===== config.mk =====
export PLATFORM = sky130hd
export DESIGN_NAME = mux_arb_nto1
export DESIGN_NICKNAME = d
export VERILOG_FILES = /design/src/rtl/mux_arb_nto1_pkg.sv /design/src/rtl/mux_arb_nto1_rr_grant.sv /design/src/rtl/mux_arb_nto1.sv
export SDC_FILE = /design/constraint.sdc
export NUM_CORES = 1
export LEC_CHECK = 0
export CORE_AREA = 2 2 122 124
export DETAILED_ROUTE_END_ITERATION = 7
export DIE_AREA = 0 0 124 126
export GPL_TIMING_DRIVEN = 0
export HOLD_SLACK_MARGIN = 0.15
export SETUP_SLACK_MARGIN = 0.05
export SYNTH_ARGS = -nofsm -noshare
export SYNTH_HDL_FRONTEND = slang
export SYNTH_SLANG_ARGS = --single-unit

===== constraint.sdc =====
create_clock -name clk -period 6.15 [get_ports clk]
set_input_delay 1.23 -clock clk [delete_from_list [all_inputs] [get_ports clk]]
set_output_delay 1.23 -clock clk [all_outputs]
set_load 0.01 [all_outputs]

===== src/rtl/mux_arb_nto1_pkg.sv =====
// rtl/mux_arb_nto1_pkg.sv - shared arbitration mode encodings and select-width helper
package mux_arb_nto1_pkg;

   localparam int MODE_RR    = 0;
   localparam int MODE_FIXED = 1;

   // Select width for n channels, never below one bit.
   function automatic int sel_width(input int n);
      return (n <= 2) ? 1 : $clog2(n);
   endfunction

endpackage


===== src/rtl/mux_arb_nto1_rr_grant.sv =====
// rtl/mux_arb_nto1_rr_grant.sv - combinational round-robin / fixed-priority grant
module mux_arb_nto1_rr_grant
   import mux_arb_nto1_pkg::*;
#(
   parameter int CHANNELS = 8,
   parameter int SEL_W    = sel_width(CHANNELS)
) (
   input  logic [CHANNELS-1:0] req,
   input  logic [SEL_W-1:0]    ptr,
   input  logic                mode,
   output logic [CHANNELS-1:0] grant_oh,
   output logic [SEL_W-1:0]    grant_idx,
   output logic                any
);

   logic [2*CHANNELS-1:0] dbl_req;
   logic [SEL_W-1:0]      start;
   int                    pos;
   int                    idx;

   // Upper copy of req covers the wrapped-around part of the search, so the
   // lowest set bit of the masked double vector is the rotating winner.
   always_comb begin
      start   = (mode == 1'(MODE_FIXED)) ? '0 : ptr;
      dbl_req = '0;
      for (int i = 0; i < 2*CHANNELS; i++) begin
         dbl_req[i] = req[i % CHANNELS] && (i >= int'(start));
      end
      any = 1'b0;
      pos = 0;
      for (int i = 2*CHANNELS-1; i >= 0; i--) begin
         if (dbl_req[i]) begin
            any = 1'b1;
            pos = i;
         end
      end
      idx       = (pos >= CHANNELS) ? pos - CHANNELS : pos;
      grant_idx = SEL_W'(idx);
      grant_oh  = '0;
      for (int k = 0; k < CHANNELS; k++) begin
         grant_oh[k] = any && (idx == k);
      end
   end

endmodule


===== src/rtl/mux_arb_nto1.sv =====
// rtl/mux_arb_nto1.sv - N-to-1 registered stream mux with internal arbiter
module mux_arb_nto1
   import mux_arb_nto1_pkg::*;
#(
   parameter  int WIDTH    = 32,
   parameter  int CHANNELS = 8,
   parameter  int MODE     = MODE_RR,
   localparam int SEL_W    = sel_width(CHANNELS)
) (
   input  logic                      clk,
   input  logic                      rst,
   input  logic [CHANNELS-1:0]       in_valid,
   input  logic [CHANNELS*WIDTH-1:0] in_data,
   output logic [CHANNELS-1:0]       in_ready,
   output logic                      out_valid,
   output logic [WIDTH-1:0]          out_data,
   output logic [SEL_W-1:0]          out_sel,
   input  logic                      out_ready
);

   localparam logic MODE_BIT = (MODE == MODE_FIXED);

   logic [CHANNELS-1:0] grant_oh;
   logic [SEL_W-1:0]    grant_idx;
   logic [SEL_W-1:0]    ptr;
   logic                any;
   logic                load;
   logic                xfer;
   logic [WIDTH-1:0]    term [CHANNELS];
   logic [WIDTH-1:0]    sel_data;

   mux_arb_nto1_rr_grant #(
      .CHANNELS (CHANNELS),
      .SEL_W    (SEL_W)
   ) u_grant (
      .req       (in_valid),
      .ptr       (ptr),
      .mode      (MODE_BIT),
      .grant_oh  (grant_oh),
      .grant_idx (grant_idx),
      .any       (any)
   );

   assign load     = !out_valid || out_ready;
   assign in_ready = (load && !rst) ? grant_oh : '0;
   assign xfer     = load && any && !rst;

   for (genvar k = 0; k < CHANNELS; k++) begin : g_term
      assign term[k] = in_data[k*WIDTH +: WIDTH] & {WIDTH{grant_oh[k]}};
   end

   always_comb begin
      sel_data = '0;
      for (int k = 0; k < CHANNELS; k++) begin
         sel_data = sel_data | term[k];
      end
   end

   always_ff @(posedge clk) begin
      if (rst) begin
         out_valid <= 1'b0;
         out_data  <= '0;
         out_sel   <= '0;
         ptr       <= '0;
      end else if (load) begin
         out_valid <= xfer;
         if (xfer) begin
            out_data <= sel_data;
            out_sel  <= grant_idx;
            // Explicit wrap keeps ptr inside 0..CHANNELS-1 for non-power-of-two sizes.
            if (MODE == MODE_RR) begin
               ptr <= (grant_idx == SEL_W'(CHANNELS-1)) ? '0 : grant_idx + SEL_W'(1);
            end
         end
      end
   end

endmodule


==> summary.md <==
| Metric | Value |
|---|---|
| Gr ovfl total | 0 |
| DRT Pass-1 Iters | 8 |
| CP bufs+invs | 6 |
| Iteration-0 DRC Markers | 421 |
| Setup slack at placement | -0.4735 ns |
| CP Depth | 11 |
| Leakage | roughly 2.5 nW |
| Core Area | 0.01431 mm^2 |
| Register area | a little under 800 um^2 |
| HPWL after detailed placement | 17860 um |
| Reg2reg path depth | 11 |
| Share of layout cells above drive strength 1 | 0.05229 |
| Clock latency on the worst-skew pair | 0.28 ns |
| Antenna violations before repair | 0 |
| Fin nets | between 1000 and 1500 |
| Clock transition at path regs | approximately 0.060 ns |
| Tcrit/Tclk final | 0.9647 |
| Htree depth | 2 |
| Slowest cell delay on critical path | 0.59 ns |
| Top cells by area, synth | dfxtp_1 (23%), a221oi_1 (8.6%), a222oi_1 (8.4%), nand3_1 (5.7%), a21oi_1 (5.2%) |
| Fmax | between 150 and 200 MHz |
| Synth warnings | 0 |
| Syn nets | 724 |
| Startpoint types | input port |
| Sw Pwr | between 0.6 and 0.7 mW |
| Area leader, netlist | dfxtp_1 |
| Reg-to-reg slack, setup | 2.44 ns |
| Arrival @ worst endpoint | approximately 4.7 ns |
| Post-Syn Area per Cell | between 7 and 8 um^2 |
| Synthesized flop and latch total | 39 |
| TritonCTS clock tree | yes |
| Main synth FF type | dfxtp_1 |
| Hold Violations, Final | 0 |
| Wire per inst | about 22 um |
| Clock Skews | 0.002556 ns |
| Crit end category | output pin |
| Sw Ratio | 0.4023 |
| # setup viols final | 0 |
| Routed wire length | ~21000 um |
| Filler instances | around 1400 |
| Min cycle time layout | around 5.9 ns |
| Worst Hold Class | flop to flop |
| Layout area overhead | 104.8% |
| Vias per cell | between 5 and 6 |
| Multi-input gate area | ~0.0023 mm^2 |
| Cells after Synth | around 450 |
| Critical-path cell with the highest stage delay | clkdlybuf4s50_1 |
| Worst setup margin | about 0.22 ns |
| I/O Buffers | 310 |
| Critical path type | input port to output pin |
| Die Wd | 124 um |
| Post-CTS Setup Bufs | 0 |
| Inserted Clock Buffers | 5 |
| Number of global-route vias before repair | ~5200 |
| Status | complete, but fails checks |
| Power after layout | roughly 1.7 mW |
| Starting Density | 0.2338 |
| Clock sink total | 39 |
| Violated checks | DRC |
| Top cells by count, synth | dfxtp_1 (39), nand3_1 (38), clkbuf_1 (36), nand2_1 (36), a21oi_1 (35) |
| Root Buffer | clkbuf_16 |
| Slew headroom | 0.3274 |
| Internal power | approximately 1 mW |
| Required @ worst endpoint | 4.92 ns |
| Final ANT Viol Nets | 0 |
| R2R Path End | out_data[1] |
| Worst vdd rail ir drop | roughly 0.17 mV |
| Pins over their slew limit | 0 |
| Die Y | 126 um |
| I/O pins | a little over 300 |
| Largest net degree at the start of global routing | 20 |
| Max clock buf depth | 2 |
| Count leader, synth | dfxtp_1 |
| CP Cell Sequence | clkdlybuf4s50_1 -> and3b_1 -> a311o_1 -> a311o_1 -> inv_1 -> buf_2 -> ha_2 -> clkbuf_4 -> clkbuf_2 -> and2_1 -> clkdlybuf4s50_1 |
| PwrDens | ~250 mW/mm^2 |
| Yosys cell types | 44 |
| Rows | between 40 and 50 |
| Diode count | 0 |
| Worst-Margin Slew | 1.007 ns |
| Crit-path leading delay family | buffers and inverters |
| Combinational share of power | 0.614 |
| Ys async rst share | 0 |
| First-pass GRT wire length | ~31000 um |
| Worst setup path startpoint | in_valid[6] |
| Total track usage | 0.2659 |
| Area of the mapped netlist | approximately 0.0033 mm^2 |
| Area share of the leading cell type in the synthesized netlist | 0.2333 |
| Die area | between 0.015 and 0.02 mm^2 |
| Sequential-to-total area share from yosys stat | 0.2333 |
| Max Fanout on Critical Path | 10 |
| Clk pwr share | 0.176 |
| Max Cap Viol | 0 |
| Post-synth EDFFs | 0 |
| RD Place Congestion | roughly 1 |
| DRC Markers | 1 |
| Vias post-DR | about 5200 |
| Hold Startpoint | out_data[22] |
| R2r startpoint | ptr[2] |
| Critical path endpoint | in_ready[7] |
| RSZ-0062 raised after global routing | true |
| Reg power frac | 0.209 |
-- stage by stage --
stage / cells / hold WS [ns] / setup TNS [ns] / area [um^2] / utilization
final: 949 / 0.4611 / 0 / 6854 / 0.4788
after global routing: 949 / 0.4960 / 0 / 6854 / 0.4788
after CTS: 952 / 0.4648 / 0 / 6855 / 0.4789
after detailed placement: 945 / 0.4556 / -0.8749 / 6680 / 0.4667
after global placement: 945 / 0.4516 / -0.9083 / 6680 / 0.4667
after floorplan: 451 / 0.4745 / 0 / 3347 / -
-- worst min-delay path: cells and delay by family (launching register included) --
kind,cells,cell delay [ns]
DFF,1,0.31
and+or+nand+nor,1,0.06
AOI/OAI and AO/OA,1,0.05
-- timing repair --
| action | CTS | global route |
|---|---|---|
| gates resized for setup | 7 | 6 |
| hold buffers | 0 | 0 |
| gates cloned | 0 | 0 |
| endpoints found under the setup margin | 5 | 7 |
-- metal layers --
metal,global-route usage,share of wire
met3,0.06250,0.078
met1,0.3337,0.39
met5,0,0
met2,0.4580,0.50
met4,0.06081,0.024
-- sequential cells by signal (all words and copies together) (netlist names) --
register	count
out_sel	3
out_valid	1
ptr	3
out_data	32
-- cell families after synthesis --
family          after synthesis  synth area share
flops                        39            0.2333
simple gates                144            0.2228
fa+ha+maj                     6           0.02243
compound gates              204            0.4452
buf+inv                      57           0.07327
mux                           1          0.002991
-- how the worst min path moves through the flow --
stage | depth (start not counted) | endpoint | slack [ns]
global route | 2 | out_data[22] | 0.50
global placement | 2 | out_data[22] | 0.45
floorplan | 2 | out_sel[2] | 0.47
CTS | 2 | out_data[22] | 0.46
detailed placement | 2 | out_data[22] | 0.46
finish | 2 | out_data[22] | 0.46
-- power groups by stage --
stage,registers [mW],logic [mW],clock network (mW)
5_1_grt,0.361,1.11,0.313
3_5_place_dp,0.357,1.02,0
4_1_cts,0.352,1.03,0.303
2_1_floorplan,0.383,0.474,0
6_report,0.352,1.03,0.297
3_3_place_gp,0.353,1.02,0
-- layout by cell type, fill, tap and decap left out, types with 6 or more instances in the layout --
cell             netlist  final
clkbuf_1              36     25
nand3_1               38     38
and2_1                22     22
a22oi_1               17     17
a21oi_1               35     35
buf_2                 10     11
a222oi_1              28     28
nand2_1               36     36
and3_1                20     20
clkdlybuf4s50_1        0    310
dfxtp_1               39     39
nor2_1                12     12
a31oi_1               12     12
a221oi_1              33     33
inv_1                  6      6
o22ai_1               15     14
o21ai_0               33     33
o21ai_1                8      8
-- area by class of cell --
type                            instances  share of cell area
Clock inverter                          3            0.006389
Tap cell                              184             0.03359
Multi-Input combinational cell        355              0.3399
Inverter                                7            0.003834
Buffer                                 46             0.03140
Clock buffer                            5             0.01825
Sequential cell                        39              0.1139
Timing Repair Buffer                  310              0.4527
Note: power is estimated with default switching activity, not from simulation.
